--- src/rtl/hci_pkg.sv ---
// Shared definitions for the HCI command sequencer: descriptor field layout,
// response layout, error codes and the sequencer state encoding.
package hci_pkg;

    localparam int unsigned CmdAttrLsb    = 0;
    localparam int unsigned CmdAttrW      = 3;
    localparam int unsigned CmdTidLsb     = 3;
    localparam int unsigned CmdTidW       = 4;
    localparam int unsigned CmdDevAddrLsb = 16;
    localparam int unsigned CmdDevAddrW   = 7;
    localparam int unsigned CmdRnwBit     = 29;
    localparam int unsigned CmdLenLsb     = 48;
    localparam int unsigned CmdLenW       = 16;

    localparam int unsigned RespErrLsb = 28;
    localparam int unsigned RespTidLsb = 24;
    localparam int unsigned RespLenLsb = 0;

    localparam logic [3:0] ErrSuccess     = 4'h0;
    localparam logic [3:0] ErrAbort       = 4'h6;
    localparam logic [3:0] ErrUnsupported = 4'h8;
    localparam logic [3:0] ErrTimeout     = 4'hA;

    typedef enum logic [2:0] {
        SeqIdle,
        SeqDecode,
        SeqReq,
        SeqWrite,
        SeqRead,
        SeqDrain,
        SeqWaitDone,
        SeqResp
    } seq_state_e;

    // 17-bit so that a length of 0xFFFF rounds up to 16384 words without wrapping
    function automatic logic [16:0] len_to_words(input logic [15:0] len);
        logic [16:0] sum;
        sum = {1'b0, len} + 17'd3;
        return {2'b00, sum[16:2]};
    endfunction

    function automatic logic [31:0] pack_resp(input logic [3:0]  err,
                                              input logic [3:0]  tid,
                                              input logic [15:0] len);
        logic [31:0] d;
        d = '0;
        d[RespErrLsb +: 4]  = err;
        d[RespTidLsb +: 4]  = tid;
        d[RespLenLsb +: 16] = len;
        return d;
    endfunction

endpackage

--- src/rtl/hci_cmd_sequencer_if.sv ---
// Queue and bus-engine signals seen by the HCI command sequencer.
// master = sequencer side, slave = queues plus bus engine side.
interface hci_cmd_sequencer_if #(
    parameter int unsigned CmdFifoWidth  = 64,
    parameter int unsigned TxFifoWidth   = 32,
    parameter int unsigned RxFifoWidth   = 32,
    parameter int unsigned RespFifoWidth = 32
);
    logic                     cmd_fifo_rvalid_i;
    logic                     cmd_fifo_rready_o;
    logic [CmdFifoWidth-1:0]  cmd_fifo_rdata_i;
    logic                     tx_fifo_rvalid_i;
    logic                     tx_fifo_rready_o;
    logic [TxFifoWidth-1:0]   tx_fifo_rdata_i;
    logic                     rx_fifo_wvalid_o;
    logic                     rx_fifo_wready_i;
    logic [RxFifoWidth-1:0]   rx_fifo_wdata_o;
    logic                     resp_fifo_wvalid_o;
    logic                     resp_fifo_wready_i;
    logic [RespFifoWidth-1:0] resp_fifo_wdata_o;
    logic                     xfer_req_o;
    logic                     xfer_ack_i;
    logic                     xfer_rnw_o;
    logic [6:0]               xfer_addr_o;
    logic [15:0]              xfer_len_o;
    logic                     xfer_tx_valid_o;
    logic                     xfer_tx_ready_i;
    logic [TxFifoWidth-1:0]   xfer_tx_data_o;
    logic                     xfer_rx_valid_i;
    logic                     xfer_rx_ready_o;
    logic [RxFifoWidth-1:0]   xfer_rx_data_i;
    logic                     xfer_done_i;
    logic [3:0]               xfer_err_i;

    modport master (
        input  cmd_fifo_rvalid_i, cmd_fifo_rdata_i, tx_fifo_rvalid_i, tx_fifo_rdata_i,
               rx_fifo_wready_i, resp_fifo_wready_i, xfer_ack_i, xfer_tx_ready_i,
               xfer_rx_valid_i, xfer_rx_data_i, xfer_done_i, xfer_err_i,
        output cmd_fifo_rready_o, tx_fifo_rready_o, rx_fifo_wvalid_o, rx_fifo_wdata_o,
               resp_fifo_wvalid_o, resp_fifo_wdata_o, xfer_req_o, xfer_rnw_o, xfer_addr_o,
               xfer_len_o, xfer_tx_valid_o, xfer_tx_data_o, xfer_rx_ready_o
    );

    modport slave (
        output cmd_fifo_rvalid_i, cmd_fifo_rdata_i, tx_fifo_rvalid_i, tx_fifo_rdata_i,
               rx_fifo_wready_i, resp_fifo_wready_i, xfer_ack_i, xfer_tx_ready_i,
               xfer_rx_valid_i, xfer_rx_data_i, xfer_done_i, xfer_err_i,
        input  cmd_fifo_rready_o, tx_fifo_rready_o, rx_fifo_wvalid_o, rx_fifo_wdata_o,
               resp_fifo_wvalid_o, resp_fifo_wdata_o, xfer_req_o, xfer_rnw_o, xfer_addr_o,
               xfer_len_o, xfer_tx_valid_o, xfer_tx_data_o, xfer_rx_ready_o
    );
endinterface

--- src/rtl/hci_seq_watchdog.sv ---
// Data-phase watchdog for the HCI sequencer (used only with I3C_SEQ_TIMEOUT_EN).
// Down-counter reloaded while idle or on progress; expired_o pulses at terminal count.
module hci_seq_watchdog #(
    parameter int unsigned TimeoutCycles = 65535
) (
    input  logic clk_i,
    input  logic rst_ni,
    input  logic run_i,
    input  logic clear_i,
    output logic expired_o
);
    logic [31:0] r_cnt;

    always_ff @(posedge clk_i or negedge rst_ni) begin
        if (!rst_ni) begin
            r_cnt     <= 32'(TimeoutCycles);
            expired_o <= 1'b0;
        end else if (!run_i || clear_i) begin
            r_cnt     <= 32'(TimeoutCycles);
            expired_o <= 1'b0;
        end else begin
            if (r_cnt != 32'd0) begin
                r_cnt <= r_cnt - 32'd1;
            end
            expired_o <= (r_cnt == 32'd1);
        end
    end
endmodule

--- src/rtl/hci_cmd_sequencer.sv ---
// HCI command sequencer: pops command descriptors, drives the bus engine, moves
// TX/RX words and pushes one response per command. Optional watchdog: I3C_SEQ_TIMEOUT_EN.
//
// state       | meaning
// SeqIdle     | waiting for a command (fetch only while enable_i)
// SeqDecode   | check descriptor attributes
// SeqReq      | transfer request held until bus ack
// SeqWrite    | TX FIFO passes through to bus write stream
// SeqRead     | bus read stream passes through to RX FIFO
// SeqDrain    | discard leftover TX words of an ended write
// SeqWaitDone | waiting for bus completion
// SeqResp     | response descriptor presented until accepted
module hci_cmd_sequencer
    import hci_pkg::*;
#(
    parameter int unsigned CmdFifoWidth  = 64,
    parameter int unsigned TxFifoWidth   = 32,
    parameter int unsigned RxFifoWidth   = 32,
    parameter int unsigned RespFifoWidth = 32,
    parameter int unsigned TimeoutCycles = 65535
) (
    input  logic                clk_i,
    input  logic                rst_ni,
    input  logic                enable_i,
    input  logic                abort_i,
    output logic                busy_o,
    hci_cmd_sequencer_if.master bus
);
    seq_state_e  r_state;
    logic [2:0]  r_attr;
    logic [3:0]  r_tid;
    logic [6:0]  r_addr;
    logic        r_rnw;
    logic [15:0] r_len;
    logic [16:0] r_words;
    logic [16:0] r_count;
    logic [16:0] r_beats;
    logic [3:0]  r_err;

    logic [CmdFifoWidth-1:0]  w_cmd;
    logic [TxFifoWidth-1:0]   w_tx_data;
    logic [RxFifoWidth-1:0]   w_rx_data;
    logic [RespFifoWidth-1:0] w_resp_data;
    logic        w_tx_beat, w_rx_beat, w_drain_pop, w_step;
    logic [16:0] w_count_next;
    logic        w_timeout, w_stop;
    logic [3:0]  w_stop_err;
    logic [18:0] w_beat_bytes;
    logic [15:0] w_resp_len;
    logic        w_unused;

    assign w_cmd        = bus.cmd_fifo_rdata_i;
    assign w_tx_beat    = (r_state == SeqWrite) && bus.tx_fifo_rvalid_i && bus.xfer_tx_ready_i;
    assign w_rx_beat    = (r_state == SeqRead) && bus.xfer_rx_valid_i && bus.rx_fifo_wready_i;
    // stop popping once aligned so the next command's words stay in the FIFO
    assign w_drain_pop  = (r_state == SeqDrain) && (r_count != r_words) && bus.tx_fifo_rvalid_i;
    assign w_step       = w_tx_beat || w_rx_beat || w_drain_pop;
    assign w_count_next = r_count + {16'd0, w_step};
    assign w_stop       = abort_i || w_timeout;
    assign w_stop_err   = abort_i ? ErrAbort : ErrTimeout;

    assign w_beat_bytes = {r_beats, 2'b00};
    assign w_resp_len   = ((r_err == ErrSuccess) || (r_err == ErrUnsupported)) ? r_len :
                          (w_beat_bytes < {3'b000, r_len}) ? w_beat_bytes[15:0] : r_len;

    assign w_tx_data   = (r_state == SeqWrite) ? bus.tx_fifo_rdata_i : '0;
    assign w_rx_data   = (r_state == SeqRead) ? bus.xfer_rx_data_i : '0;
    assign w_resp_data = (r_state == SeqResp) ? RespFifoWidth'(pack_resp(r_err, r_tid, w_resp_len)) : '0;

    assign bus.cmd_fifo_rready_o  = (r_state == SeqIdle) && enable_i;
    assign bus.xfer_req_o         = (r_state == SeqReq);
    assign bus.xfer_rnw_o         = r_rnw;
    assign bus.xfer_addr_o        = r_addr;
    assign bus.xfer_len_o         = r_len;
    assign bus.xfer_tx_valid_o    = (r_state == SeqWrite) && bus.tx_fifo_rvalid_i;
    assign bus.xfer_tx_data_o     = w_tx_data;
    assign bus.tx_fifo_rready_o   = ((r_state == SeqWrite) && bus.xfer_tx_ready_i) ||
                                    ((r_state == SeqDrain) && (r_count != r_words));
    assign bus.rx_fifo_wvalid_o   = (r_state == SeqRead) && bus.xfer_rx_valid_i;
    assign bus.rx_fifo_wdata_o    = w_rx_data;
    assign bus.xfer_rx_ready_o    = (r_state == SeqRead) && bus.rx_fifo_wready_i;
    assign bus.resp_fifo_wvalid_o = (r_state == SeqResp);
    assign bus.resp_fifo_wdata_o  = w_resp_data;
    assign busy_o                 = (r_state != SeqIdle);

    assign w_unused = ^{w_cmd[15:7], w_cmd[28:23], w_cmd[47:30], 32'(TimeoutCycles)};

`ifdef I3C_SEQ_TIMEOUT_EN
    logic w_wd_run, w_wd_progress;
    assign w_wd_run      = (r_state == SeqReq) || (r_state == SeqWrite) ||
                           (r_state == SeqRead) || (r_state == SeqWaitDone);
    assign w_wd_progress = (bus.xfer_req_o && bus.xfer_ack_i) || w_tx_beat || w_rx_beat ||
                           bus.xfer_done_i;

    hci_seq_watchdog #(.TimeoutCycles(TimeoutCycles)) u_watchdog (
        .clk_i     (clk_i),
        .rst_ni    (rst_ni),
        .run_i     (w_wd_run),
        .clear_i   (w_wd_progress),
        .expired_o (w_timeout)
    );
`else
    assign w_timeout = 1'b0;
`endif

    always_ff @(posedge clk_i or negedge rst_ni) begin
        if (!rst_ni) begin
            r_state <= SeqIdle;
            r_attr  <= '0;
            r_tid   <= '0;
            r_addr  <= '0;
            r_rnw   <= 1'b0;
            r_len   <= '0;
            r_words <= '0;
            r_count <= '0;
            r_beats <= '0;
            r_err   <= ErrSuccess;
        end else begin
            case (r_state)
                SeqIdle: begin
                    if (enable_i && bus.cmd_fifo_rvalid_i) begin
                        r_attr  <= w_cmd[CmdAttrLsb +: CmdAttrW];
                        r_tid   <= w_cmd[CmdTidLsb +: CmdTidW];
                        r_addr  <= w_cmd[CmdDevAddrLsb +: CmdDevAddrW];
                        r_rnw   <= w_cmd[CmdRnwBit];
                        r_len   <= w_cmd[CmdLenLsb +: CmdLenW];
                        r_words <= len_to_words(w_cmd[CmdLenLsb +: CmdLenW]);
                        r_count <= '0;
                        r_beats <= '0;
                        r_err   <= ErrSuccess;
                        r_state <= SeqDecode;
                    end
                end
                SeqDecode: begin
                    if (r_attr != 3'd0) begin
                        r_err   <= ErrUnsupported;
                        r_state <= SeqResp;
                    end else begin
                        r_state <= SeqReq;
                    end
                end
                SeqReq: begin
                    if (w_stop) begin
                        r_err   <= w_stop_err;
                        r_state <= SeqResp;
                    end else if (bus.xfer_ack_i) begin
                        if (r_words == 17'd0)  r_state <= SeqWaitDone;
                        else if (r_rnw)        r_state <= SeqRead;
                        else                   r_state <= SeqWrite;
                    end
                end
                SeqWrite: begin
                    r_count <= w_count_next;
                    r_beats <= r_beats + {16'd0, w_tx_beat};
                    if (bus.xfer_done_i) begin
                        r_err   <= bus.xfer_err_i;
                        r_state <= (w_count_next == r_words) ? SeqResp : SeqDrain;
                    end else if (w_stop) begin
                        r_err   <= w_stop_err;
                        r_state <= SeqDrain;
                    end else if (w_count_next == r_words) begin
                        r_state <= SeqWaitDone;
                    end
                end
                SeqRead: begin
                    r_count <= w_count_next;
                    r_beats <= r_beats + {16'd0, w_rx_beat};
                    if (bus.xfer_done_i) begin
                        r_err   <= bus.xfer_err_i;
                        r_state <= SeqResp;
                    end else if (w_stop) begin
                        r_err   <= w_stop_err;
                        r_state <= SeqResp;
                    end else if (w_count_next == r_words) begin
                        r_state <= SeqResp;
                    end
                end
                SeqDrain: begin
                    r_count <= w_count_next;
                    if (w_count_next == r_words) begin
                        r_state <= SeqResp;
                    end
                end
                SeqWaitDone: begin
                    if (bus.xfer_done_i) begin
                        r_err   <= bus.xfer_err_i;
                        r_state <= SeqResp;
                    end else if (w_stop) begin
                        r_err   <= w_stop_err;
                        r_state <= SeqResp;
                    end
                end
                SeqResp: begin
                    if (bus.resp_fifo_wready_i) begin
                        r_state <= SeqIdle;
                    end
                end
                default: r_state <= SeqIdle;
            endcase
        end
    end
endmodule
--- src/flat_wrapper.sv ---
// flat-port wrapper written by rule: the top's interface ports become plain ports
module hci_cmd_sequencer_flat import hci_pkg::*;
#(
    parameter int unsigned CmdFifoWidth  = 64,
    parameter int unsigned TxFifoWidth   = 32,
    parameter int unsigned RxFifoWidth   = 32,
    parameter int unsigned RespFifoWidth = 32,
    parameter int unsigned TimeoutCycles = 65535
)
  (clk_i, rst_ni, enable_i, abort_i, busy_o, bus_cmd_fifo_rvalid_i, bus_cmd_fifo_rdata_i, bus_tx_fifo_rvalid_i, bus_tx_fifo_rdata_i, bus_rx_fifo_wready_i, bus_resp_fifo_wready_i, bus_xfer_ack_i, bus_xfer_tx_ready_i, bus_xfer_rx_valid_i, bus_xfer_rx_data_i, bus_xfer_done_i, bus_xfer_err_i, bus_cmd_fifo_rready_o, bus_tx_fifo_rready_o, bus_rx_fifo_wvalid_o, bus_rx_fifo_wdata_o, bus_resp_fifo_wvalid_o, bus_resp_fifo_wdata_o, bus_xfer_req_o, bus_xfer_rnw_o, bus_xfer_addr_o, bus_xfer_len_o, bus_xfer_tx_valid_o, bus_xfer_tx_data_o, bus_xfer_rx_ready_o);
  hci_cmd_sequencer_if #(.CmdFifoWidth(CmdFifoWidth), .TxFifoWidth(TxFifoWidth), .RxFifoWidth(RxFifoWidth), .RespFifoWidth(RespFifoWidth)) bus_i ();
  input  logic clk_i;
  input  logic rst_ni;
  input  logic enable_i;
  input  logic abort_i;
  output logic busy_o;
  input wire logic [$bits(bus_i.cmd_fifo_rvalid_i)-1:0] bus_cmd_fifo_rvalid_i;
  input wire logic [$bits(bus_i.cmd_fifo_rdata_i)-1:0] bus_cmd_fifo_rdata_i;
  input wire logic [$bits(bus_i.tx_fifo_rvalid_i)-1:0] bus_tx_fifo_rvalid_i;
  input wire logic [$bits(bus_i.tx_fifo_rdata_i)-1:0] bus_tx_fifo_rdata_i;
  input wire logic [$bits(bus_i.rx_fifo_wready_i)-1:0] bus_rx_fifo_wready_i;
  input wire logic [$bits(bus_i.resp_fifo_wready_i)-1:0] bus_resp_fifo_wready_i;
  input wire logic [$bits(bus_i.xfer_ack_i)-1:0] bus_xfer_ack_i;
  input wire logic [$bits(bus_i.xfer_tx_ready_i)-1:0] bus_xfer_tx_ready_i;
  input wire logic [$bits(bus_i.xfer_rx_valid_i)-1:0] bus_xfer_rx_valid_i;
  input wire logic [$bits(bus_i.xfer_rx_data_i)-1:0] bus_xfer_rx_data_i;
  input wire logic [$bits(bus_i.xfer_done_i)-1:0] bus_xfer_done_i;
  input wire logic [$bits(bus_i.xfer_err_i)-1:0] bus_xfer_err_i;
  output wire logic [$bits(bus_i.cmd_fifo_rready_o)-1:0] bus_cmd_fifo_rready_o;
  output wire logic [$bits(bus_i.tx_fifo_rready_o)-1:0] bus_tx_fifo_rready_o;
  output wire logic [$bits(bus_i.rx_fifo_wvalid_o)-1:0] bus_rx_fifo_wvalid_o;
  output wire logic [$bits(bus_i.rx_fifo_wdata_o)-1:0] bus_rx_fifo_wdata_o;
  output wire logic [$bits(bus_i.resp_fifo_wvalid_o)-1:0] bus_resp_fifo_wvalid_o;
  output wire logic [$bits(bus_i.resp_fifo_wdata_o)-1:0] bus_resp_fifo_wdata_o;
  output wire logic [$bits(bus_i.xfer_req_o)-1:0] bus_xfer_req_o;
  output wire logic [$bits(bus_i.xfer_rnw_o)-1:0] bus_xfer_rnw_o;
  output wire logic [$bits(bus_i.xfer_addr_o)-1:0] bus_xfer_addr_o;
  output wire logic [$bits(bus_i.xfer_len_o)-1:0] bus_xfer_len_o;
  output wire logic [$bits(bus_i.xfer_tx_valid_o)-1:0] bus_xfer_tx_valid_o;
  output wire logic [$bits(bus_i.xfer_tx_data_o)-1:0] bus_xfer_tx_data_o;
  output wire logic [$bits(bus_i.xfer_rx_ready_o)-1:0] bus_xfer_rx_ready_o;
  assign bus_i.cmd_fifo_rvalid_i = bus_cmd_fifo_rvalid_i;
  assign bus_i.cmd_fifo_rdata_i = bus_cmd_fifo_rdata_i;
  assign bus_i.tx_fifo_rvalid_i = bus_tx_fifo_rvalid_i;
  assign bus_i.tx_fifo_rdata_i = bus_tx_fifo_rdata_i;
  assign bus_i.rx_fifo_wready_i = bus_rx_fifo_wready_i;
  assign bus_i.resp_fifo_wready_i = bus_resp_fifo_wready_i;
  assign bus_i.xfer_ack_i = bus_xfer_ack_i;
  assign bus_i.xfer_tx_ready_i = bus_xfer_tx_ready_i;
  assign bus_i.xfer_rx_valid_i = bus_xfer_rx_valid_i;
  assign bus_i.xfer_rx_data_i = bus_xfer_rx_data_i;
  assign bus_i.xfer_done_i = bus_xfer_done_i;
  assign bus_i.xfer_err_i = bus_xfer_err_i;
  assign bus_cmd_fifo_rready_o = bus_i.cmd_fifo_rready_o;
  assign bus_tx_fifo_rready_o = bus_i.tx_fifo_rready_o;
  assign bus_rx_fifo_wvalid_o = bus_i.rx_fifo_wvalid_o;
  assign bus_rx_fifo_wdata_o = bus_i.rx_fifo_wdata_o;
  assign bus_resp_fifo_wvalid_o = bus_i.resp_fifo_wvalid_o;
  assign bus_resp_fifo_wdata_o = bus_i.resp_fifo_wdata_o;
  assign bus_xfer_req_o = bus_i.xfer_req_o;
  assign bus_xfer_rnw_o = bus_i.xfer_rnw_o;
  assign bus_xfer_addr_o = bus_i.xfer_addr_o;
  assign bus_xfer_len_o = bus_i.xfer_len_o;
  assign bus_xfer_tx_valid_o = bus_i.xfer_tx_valid_o;
  assign bus_xfer_tx_data_o = bus_i.xfer_tx_data_o;
  assign bus_xfer_rx_ready_o = bus_i.xfer_rx_ready_o;
  hci_cmd_sequencer #(.CmdFifoWidth(CmdFifoWidth), .TxFifoWidth(TxFifoWidth), .RxFifoWidth(RxFifoWidth), .RespFifoWidth(RespFifoWidth), .TimeoutCycles(TimeoutCycles)) u_core (.clk_i(clk_i), .rst_ni(rst_ni), .enable_i(enable_i), .abort_i(abort_i), .busy_o(busy_o), .bus(bus_i));
endmodule
--- config.mk ---
export PLATFORM = sky130hd
export DESIGN_NAME = hci_cmd_sequencer_flat
export DESIGN_NICKNAME = d
export VERILOG_FILES = /design/src/rtl/hci_pkg.sv /design/src/rtl/hci_cmd_sequencer_if.sv /design/src/rtl/hci_seq_watchdog.sv /design/src/rtl/hci_cmd_sequencer.sv /design/src/flat_wrapper.sv
export SDC_FILE = /design/constraint.sdc
export NUM_CORES = 1
export LEC_CHECK = 0
export ABC_CLOCK_PERIOD_IN_PS = 5800
export CAP_MARGIN = 10
export CORE_AREA = 2 2 173 90
export DETAILED_ROUTE_END_ITERATION = 10
export DIE_AREA = 0 0 175 92
export PLACE_DENSITY_LB_ADDON = 0.05
export SYNTH_ARGS = -nofsm -noshare
export SYNTH_HDL_FRONTEND = slang
export SYNTH_SLANG_ARGS = --single-unit
export TNS_END_PERCENT = 10
--- constraint.sdc ---
create_clock -name clk_i -period 5.8 [get_ports clk_i]
set_clock_uncertainty 0.15 [all_clocks]
set_input_delay 1.16 -clock clk_i [delete_from_list [all_inputs] [get_ports clk_i]]
set_output_delay 1.16 -clock clk_i [all_outputs]
set_load 0.02 [all_outputs]
## After elaboration in Yosys (flattened, before gate mapping)

Cells that the tools add are included.

- $add $sub $neg: 4
- Multipliers: 0
- Div/mod/pow operators: 0
- Magnitude comparators: 1
- Equality and inequality tests: 16
- Shift-type cells: 0
- Mux-type cells: 30
- Bitwise logic cells: 0
- Reduce and logical (&&, ||, !) cells: 29

Operators with widths:

| kind | number |
|---|---|
| $mux 32 | 3 |
| $add 17x1->17 | 3 |
| $pmux 17 s3 | 1 |
| $mux 3 | 15 |
| $pmux 17 s2 | 1 |
| $mux 16 | 2 |
| $pmux 3 s8 | 1 |
| $lt 19x16->1 | 1 |
| $add 16x2->17 const B | 1 |
| $eq 17x15->1 | 1 |
| $logic_not 17->1 | 1 |
| $mux 17 | 1 |
| $ne 17x15->1 | 1 |
| $mux 4 | 4 |
| $pmux 4 s4 | 1 |
| $eq 3x3->1 const B | 4 |
| $logic_and 1x1->1 | 10 |
| $reduce_bool 3->1 | 3 |
| $eq 3x2->1 const B | 2 |
| $ne 3x3->1 const B | 2 |
| $reduce_and 2->1 | 3 |
| $reduce_or 3->1 | 2 |
| $reduce_and 5->1 | 1 |
| $eq 4x4->1 const B | 1 |
| other kinds (11) | 15 |

- Bits in registers: 87
- Latch bits: 0
- Bits in writable memories: 0
- Memory bits (read-only): 0
- Input bits: 144
- Output and inout bits: 128
- Word-level logic and storage cells: 90
- Memories kept: 0

## Depth between registers and ports, before layout

Gate-level depths: netlist of run 1.

- Depth after elaboration: 11
- Depth in mapped cells: 18
- Gate-level depth less buffers: 16

## Least setup slack after synthesis of run 1

No wires, ideal clock.

- Path type: reg-to-reg
- Start: register u_core.r_words[11]
- End: register u_core.r_state[1]
- Setup time: 0.139 ns
- Arrival time: 3.910 ns
- Required time: 5.511 ns
- Setup slack: 1.601 ns
- Cell stages (with the launch flop): 19
- Path buffers: 2
- Clock period less this slack: 4.199 ns
- Cell sequence: dfrtp_1 clkbuf_1 xor2_1 nor4_1 nand4_1 nor4_1 o22ai_1 nand3_1 nand2_1 ha_1 ha_1 and4_1 buf_2 nand3_1 o22ai_1 or4_4 nor4_4 a31oi_1 or4_1

- Word-level cells in the longest chain between the ends: 10
- Elaborated cells between the ends (all ways): 18
- Those cells by class: add/sub (1); eq/ne (3); mux (9); reduce/logical (5)

Ends and longest elaborated chain:

| what | line | source |
|---|---|---|
| start: declaration | hci_cmd_sequencer.sv:35 | `logic [16:0] r_words;` |
| start signal: assignment | hci_cmd_sequencer.sv:127 | `r_words <= len_to_words(w_cmd[CmdLenLsb +: CmdLenW]);` |
| $ne 17x15->1 | hci_cmd_sequencer.sv:56 | `assign w_drain_pop = (r_state == SeqDrain) && (r_count != r_words) && bus.tx_fifo_rvalid_i;` |
| $logic_and 1x1->1 (2 in series) | hci_cmd_sequencer.sv:56 |  |
| $logic_or 1x1->1 | hci_cmd_sequencer.sv:57 | `assign w_step = w_tx_beat \|\| w_rx_beat \|\| w_drain_pop;` |
| $add 17x1->17 | hci_cmd_sequencer.sv:58 | `assign w_count_next = r_count + {16'd0, w_step};` |
| $eq 17x15->1 | - |  |
| $mux 3 (3 in series) | - |  |
| $pmux 3 s8 | hci_cmd_sequencer.sv:119 | `case (r_state)` |
| end signal: assignment | hci_cmd_sequencer.sv:131 | `r_state <= SeqDecode;` |
| end signal: assignment | hci_cmd_sequencer.sv:137 | `r_state <= SeqResp;` |
| end signal: assignment | hci_cmd_sequencer.sv:139 | `r_state <= SeqReq;` |
| end: declaration | hci_cmd_sequencer.sv:29 | `seq_state_e r_state;` |

Several ways; a longest one is shown, not always the timed one. The select of a mux whose other input is x is not followed.
A chain may end at the register's enable or synchronous reset.

## Worst setup path in the final report of run 1

Same ends and word-level chain as after synthesis.

==> results of run 1 <==
## power by group through the flow
stage | clock network (W) | registers, W | logic, W
floorplan | 0 | 0.00106 | 0.00120
global placement | 0 | 0.00104 | 0.00209
detailed placement | 0 | 0.00104 | 0.00210
CTS | 0.000616 | 0.00104 | 0.00211
global route | 0.000639 | 0.00107 | 0.00232
finish | 0.000606 | 0.00104 | 0.00212
## layer usage
metal  up-vias  part of all wire (%)
li1       3125                     -
met3        10                   9.6
met5         -                     0
met4         0                  0.58
met2       250                    38
met1      2978                    52
## area by class of cell
| type | instances | area, um2 | area share (%) |
|---|---|---|---|
| clock inverter | 4 | 55.05 | 0.6198 |
| tap | 204 | 255.2 | 2.874 |
| sequential | 87 | 2177 | 24.51 |
| multi-input combinational | 628 | 3681 | 41.44 |
| clock buffer | 11 | 252.7 | 2.845 |
| timing repair buffer | 240 | 2382 | 26.82 |
| inverter | 21 | 78.83 | 0.8874 |
## worst max-delay path by stage
stage	from	end	slack, ps	cells after the start
floorplan	u_core.r_words[11]$_DFFE_PN0P_	u_core.r_state[1]$_DFFE_PN0P_	1600	18
global route	u_core.r_words[11]$_DFFE_PN0P_	u_core.r_state[1]$_DFFE_PN0P_	320	16
CTS	u_core.r_words[11]$_DFFE_PN0P_	u_core.r_state[1]$_DFFE_PN0P_	760	16
global placement	bus_xfer_tx_ready_i	u_core.r_state[1]$_DFFE_PN0P_	540	14
finish	u_core.r_words[11]$_DFFE_PN0P_	u_core.r_state[1]$_DFFE_PN0P_	660	16
detailed placement	bus_xfer_tx_ready_i	u_core.r_state[1]$_DFFE_PN0P_	500	14
## cell families after synthesis
| kind of cell | count (synthesis) |
|---|---|
| flip-flops | 87 |
| AND/OR/NAND/NOR | 390 |
| buffers and inverters | 82 |
| other | 1 |
| multiplexers | 17 |
| adder cells (fa/ha/maj) | 18 |
| XOR/XNOR | 43 |
| AO/OA/AOI/OAI | 152 |
## cells in the mapped netlist (all sizes together) (2+ instances only)
cell	number
nand2	161
dfrtp	87
o21ai	63
nor2	48
and2	44
and3	44
clkbuf	41
a21oi	32
nand3	22
xor2	22
inv	21
xnor2	21
buf	20
ha	18
mux2i	16
nand4	16
nor3	16
nor4	11
o31ai	11
a31oi	9
nand2b	8
a21o	5
nor2b	5
o22ai	4
o41ai	4
or3	4
a22o	3
and4	3
nor3b	3
o21a	3
a41o	2
a41oi	2
o211ai	2
o311ai	2
or4	2
## state kept, by name (all words and copies together) (netlist names)
signal / flops
u_core.r_count: 17
u_core.bus.xfer_rnw_o: 1
u_core.r_words: 15
u_core.bus.xfer_len_o: 16
u_core.r_err: 4
u_core.r_state: 3
u_core.bus.xfer_addr_o: 7
u_core.r_tid: 4
u_core.r_beats: 17
u_core.r_attr: 3
## layout by cell type, fill, tap and decap left out, types with 9 or more instances in the layout
cell / netlist / final
nor2_1: 48 / 47
ha_1: 18 / 18
xnor2_1: 20 / 20
nor3_1: 16 / 16
xor2_1: 21 / 21
nor4_1: 9 / 9
clkbuf_16: 0 / 9
nand3_1: 22 / 22
dfrtp_1: 87 / 87
o21ai_0: 60 / 60
inv_1: 21 / 21
o31ai_1: 11 / 11
buf_4: 9 / 10
clkdlybuf4s50_1: 0 / 229
and2_1: 44 / 44
a31oi_1: 9 / 9
mux2i_1: 16 / 16
and3_1: 44 / 43
nand2_1: 161 / 161
a21oi_1: 32 / 31
nand4_1: 15 / 15
## tightest hold or removal path, delay by kind of cell (launching register included)
kind / cells / cell delay (ps)
simple gates: 2 / 110
flops: 1 / 340
## per-stage QoR
stage                     power (W)  hold WS [ps]  utilization (%)  worst slack (ps)  cell area [um2]
after floorplan            0.002260         287.4                -              1601             6205
after global placement     0.003129         302.7            57.62             536.4             8559
after detailed placement   0.003142         306.0            57.62             495.2             8559
after CTS                  0.003763         326.5            59.70             762.8             8867
after global routing       0.004026         339.7            59.80             315.2             8882
final                      0.003769         326.7            59.80             658.6             8882
==> impl_metrics.json, run 1 <==
{
  "status": "complete, no violations",
  "timing.rr.start": "u_core.r_words[11]$_DFFE_PN0P_",
  "period_needed_ps": 5141,
  "power.leakage_nw": 3.817,
  "ir_drop_mv": 0.2234,
  "hold_depth": 2,
  "core-area_um2": 14850,
  "routedWlPerCell_um": 17.70,
  "netlist_area_um2": 6178,
  "crit_family": "simple AND/OR/NAND/NOR gates",
  "clk_latency_ps": 340,
  "setup_viol": 0,
  "crit_buf_inv": 0,
  "vias_per_cell": 5.325,
  "grtUsageTotal_pct": 26.08,
  "clk_path_buf_depth": 2,
  "hold-path-endpoint": "u_core.r_tid[0]$_DFFE_PN0P_",
  "max_clock_freq_mhz": 194.5,
  "hold_path_class": "reg -> reg",
  "fp.dieH_um": 92,
  "worstSetupStartpointType": "flop",
  "worstHoldStart": "u_core.r_tid[0]$_DFFE_PN0P_",
  "drtIter0Drc": 580,
  "netSwitchingPower_w": 0.001690,
  "ys_warn_count": 0,
  "start_util_pct": 41.59,
  "h-tree-depth": 3,
  "dp_hpwl_mm": 16.08,
  "routed_wl_mm": 21.16,
  "synthToLayoutAreaGrowth_pct": 43.76,
  "worstPathRequired_ps": 5850,
  "synth.area.mux_share_pct": 2.774,
  "drc": 0,
  "gp_congestion": 0.9356,
  "clk_pin_slew_worst_paths_ps": 70,
  "rrSetupSlack_ps": 660,
  "dr.pass1.iters": 6,
  "ctsResizeCount": 0,
  "cts_tree": "done",
  "reg2regPathDepth": 16,
  "synth_top_area_share_pct": 35.24,
  "rsz0062_at_grt": "false",
  "synth_top_family_by_area": "simple AND/OR/NAND/NOR gates",
  "drive_gt1_share_pct": 3.935,
  "synth_compound_gate_area_share_pct": 14.99,
  "synthDistinctLibCells": 60,
  "grtUsageMet2_pct": 32.58,
  "synth_flop_cell": "dfrtp_1",
  "clkPwrFrac_pct": 16.1,
  "grt_overflow": 0,
  "r2r-end": "u_core.r_state[1]$_DFFE_PN0P_",
  "postRouteAntennaNets": 0,
  "setup_tns_ps": 0,
  "synth_edf_count": 0,
  "synthCells": 790,
  "rows": 32,
  "slowest_delay_ps": 550,
  "slew_headroom_pct": 23.17,
  "max-cap-violations": 0,
  "ys_async_sr_fraction_pct": 100.0,
  "crit_type": "reg -> reg",
  "gr-max-usage-layer": "met1",
  "p_int_w": 0.002078,
  "synthTopCellsByArea": "dfrtp_1 35%, nand2_1 9.8%, o21ai_0 4.9%",
  "swShare_pct": 44.85,
  "die_w_um": 175,
  "path_cells": "xor2_1 -> nor4_1 -> nand4_1 -> nor4_1 -> o22ai_1 -> nand3_1 -> nand2_1 -> ha_1 -> ha_1 -> and4_1 -> nand3_1 -> o22ai_1 -> or4_4 -> nor4_4 -> a31oi_1 -> or4_1",
  "yosysSeqAreaShare_pct": 35.24,
  "period_share_pct": 88.65,
  "cts_root_buffer": "clkbuf_16",
  "hold_viol_final": 0,
  "cp_max_fo": 9,
  "fillers": 1352,
  "cts_setup_buffers": 0,
  "cts_buffers": 9,
  "pwr-share-comb_pct": 56.3,
  "dp.cells": 1179,
  "synth_seq_cells": 87,
  "syn_area_per_cell_um2": 7.821,
  "critPathCaptureType": "flop",
  "antennaDiodeCount": 0,
  "vias": 6363,
  "io-pin-count": 272,
  "met3_usage_pct": 9.121,
  "grt_pass1_vias": 5825,
  "critPathSlowestCell": "or4_4",
  "synthAdderAreaFrac_pct": 3.645,
  "sequentialPowerShare_pct": 27.6,
  "hold_buffers": 0,
  "die-area_um2": 16100,
  "synthSimpleGateAreaFrac_pct": 31.23,
  "antenna_found_initial": 0,
  "p_per_area_nw_per_um2": 424.3,
  "grt_use_met1_pct": 42.00,
  "clkSinkCount": 87,
  "fin_nets": 1149,
  "layoutNonFillerInstCount": 1195,
  "io_buffers": 230,
  "yosys.area.top_type": "dfrtp_1",
  "drv_slew": 0,
  "cp.arrival_ps": 5190,
  "grt_first_pass_wirelength_mm": 32.76,
  "synthXorXnorAreaFrac_pct": 6.339,
  "grt_start_max_net_pins": 68,
  "worstMarginPinSlew_ps": 1152
}
(Power assumes the default switching activity.)
==> run 2: changes to the inputs <==
--- a/config.mk
+++ b/config.mk
@@ -5,11 +5,11 @@
 export SDC_FILE = /design/constraint.sdc
 export NUM_CORES = 1
 export LEC_CHECK = 0
-export ABC_CLOCK_PERIOD_IN_PS = 5800
+export ABC_CLOCK_PERIOD_IN_PS = 4650
 export CAP_MARGIN = 10
-export CORE_AREA = 2 2 173 90
+export CORE_AREA = 2 2 182 95
 export DETAILED_ROUTE_END_ITERATION = 10
-export DIE_AREA = 0 0 175 92
+export DIE_AREA = 0 0 184 97
 export PLACE_DENSITY_LB_ADDON = 0.05
 export SYNTH_ARGS = -nofsm -noshare
 export SYNTH_HDL_FRONTEND = slang
==> constraint.sdc (replaced) <==
create_clock -name clk_i -period 4.65 [get_ports clk_i]
set_clock_uncertainty 0.15 [all_clocks]
set_input_delay 0.93 -clock clk_i [delete_from_list [all_inputs] [get_ports clk_i]]
set_output_delay 0.93 -clock clk_i [all_outputs]
set_load 0.02 [all_outputs]
==> impl_metrics.json, run 2 (synthesized netlist as in run 1, its figures left out) <==
{
  "routedWlPerCell_um": 17.67,
  "setup_tns_ps": 0,
  "worstSetupStartpoint": "u_core.r_words[7]$_DFFE_PN0P_",
  "power.leakage_nw": 4.088,
  "fillers": 1477,
  "grt_first_pass_wirelength_mm": 33.84,
  "hold_path_class": "reg -> reg",
  "slew_headroom_pct": 37.67,
  "critPathSlowestCell": "dfrtp_1",
  "drc": 0,
  "worstMarginPinSlew_ps": 934.9,
  "hold-path-endpoint": "u_core.r_tid[0]$_DFFE_PN0P_",
  "dp_hpwl_mm": 16.95,
  "clk_latency_ps": 350,
  "ir_drop_mv": 0.3178,
  "max_clock_freq_mhz": 220.2,
  "crit_cells": 20,
  "antenna_found_initial": 0,
  "antennaDiodeCount": 0,
  "die-area_um2": 17850,
  "layout_common_cells": "226 x clkdlybuf4s50_1, 161 x nand2_1, 87 x dfrtp_1, 59 x o21ai_0, 52 x buf_4",
  "clk_path_buf_depth": 2,
  "vias": 6542,
  "max-cap-violations": 0,
  "status": "complete, no violations",
  "fp.dieH_um": 97,
  "path_cells": "xor2_2 -> nor4_2 -> nand4_1 -> nor4_2 -> buf_4 -> o22ai_1 -> nand3_1 -> nand2_1 -> ha_2 -> ha_4 -> buf_4 -> and4_4 -> buf_4 -> a21oi_1 -> o2bb2ai_2 -> mux2i_2 -> nor4_4 -> a31oi_2 -> buf_4 -> o32a_1",
  "cts_root_buffer": "clkbuf_16",
  "critPathCaptureType": "flop",
  "cts_buffers": 9,
  "worstPathRequired_ps": 4730,
  "layoutNonFillerInstCount": 1243,
  "vias_per_cell": 5.263,
  "drtIter0Drc": 656,
  "fin_area_um2": 9304,
  "timing.rr.start": "u_core.r_words[7]$_DFFE_PN0P_",
  "grt_overflow": 0,
  "period_needed_ps": 4541,
  "slowest_delay_ps": 420,
  "drive_gt1_share_pct": 9.100,
  "clkSinkCount": 87,
  "synthToLayoutAreaGrowth_pct": 50.59,
  "rows": 33,
  "reg2regPathDepth": 20,
  "worstHoldStart": "u_core.r_tid[0]$_DFFE_PN0P_",
  "crit_path_frequent_cell": "buf_4",
  "layout_commonest_cell": "clkdlybuf4s50_1",
  "hold_viol_final": 0,
  "worstSetupStartpointType": "flop",
  "dr.pass1.iters": 8,
  "start_util_pct": 38.37,
  "dp.cells": 1227,
  "rrSetupSlack_ps": 110,
  "post-route-util_pct": 57.78,
  "cp_max_fo": 5,
  "placed_cell_area_um2": 8891,
  "crit_buf_inv": 4,
  "io-pin-count": 272,
  "grt_start_max_net_pins": 71,
  "postRouteAntennaNets": 0,
  "io_buffers": 230,
  "gp_congestion": 0.9361,
  "grt_pass1_vias": 5984,
  "core-area_um2": 16100,
  "grtUsageTotal_pct": 24.34,
  "p_per_area_nw_per_um2": 527.1,
  "period_share_pct": 97.66,
  "fin_nets": 1191,
  "cp.arrival_ps": 4620,
  "setup_viol": 0,
  "routed_wl_mm": 21.96,
  "r2r-end": "u_core.r_state[0]$_DFFE_PN0P_",
  "drv_slew": 0,
  "crit_family": "simple AND/OR/NAND/NOR gates",
  "h-tree-depth": 3,
  "hold_depth": 2,
  "crit_type": "reg -> reg",
  "cts_tree": "done",
  "clk_pin_slew_worst_paths_ps": 60,
  "die_w_um": 184
}
[run 2: layout make-up]
class / count / area, um2 / area share (%)
multi-input cells: 628 / 3762 / 40.44
flip-flops and latches: 87 / 2177 / 23.40
clock inverters: 5 / 83.83 / 0.9010
clock buffers: 10 / 229.0 / 2.461
inverters: 21 / 78.83 / 0.8472
well taps: 210 / 262.8 / 2.824
repair buffers: 282 / 2710 / 29.13
[run 2: worst reg2reg max path: cells and delay by family (launching register included)]
family | cells | cell delay, ps
mux | 1 | 140
buf+inv | 4 | 650
xor+xnor | 1 | 210
flops | 1 | 420
fa+ha+maj | 2 | 350
simple gates | 7 | 1620
compound gates | 5 | 910
[run 2: repair_timing]
item,CTS,global route
pin swaps,0,10
gates cloned,0,0
setup endpoints to repair,12,14
resized for setup,3,18
hold buffers,0,0
setup buffers,0,1
[run 2: per-layer routing]
layer | up-vias | wire (um) | track usage (%)
met3 | 10 | 2156 | 8.622
met5 | - | 0 | 0
li1 | 3201 | - | -
met4 | 0 | 89 | 3.015
met1 | 3064 | 11370 | 39.27
met2 | 267 | 8345 | 30.60
[run 2: worst max-delay path by stage]
stage | endpoint | slack [ps]
floorplan | u_core.r_state[1]$_DFFE_PN0P_ | 450
global placement | u_core.r_state[1]$_DFFE_PN0P_ | -50
detailed placement | u_core.r_state[1]$_DFFE_PN0P_ | 3
CTS | bus_resp_fifo_wdata_o[12] | 40
global route | u_core.r_state[0]$_DFFE_PN0P_ | -60
finish | u_core.r_state[0]$_DFFE_PN0P_ | 110
[run 2: per-stage QoR]
stage	power (W)	hold slack (ps)	worst slack, ps
finish	0.004904	323.2	108.6
global route	0.005238	336.3	-59.31
CTS	0.004864	326.8	39.97
detailed placement	0.004050	310.5	3.358
global placement	0.004050	302.8	-52.34
floorplan	0.002819	287.4	451.0
[run 2: where the power goes]
group | total [W] | switching, W | leakage (nW) | internal, W
clock | 0.000783 | 0.000314 | 0.145 | 0.000469
sequential | 0.00123 | 0.000223 | 1.12 | 0.00101
combinational | 0.00289 | 0.00165 | 2.83 | 0.00124
total | 0.00490 | 0.00219 | 4.09 | 0.00272
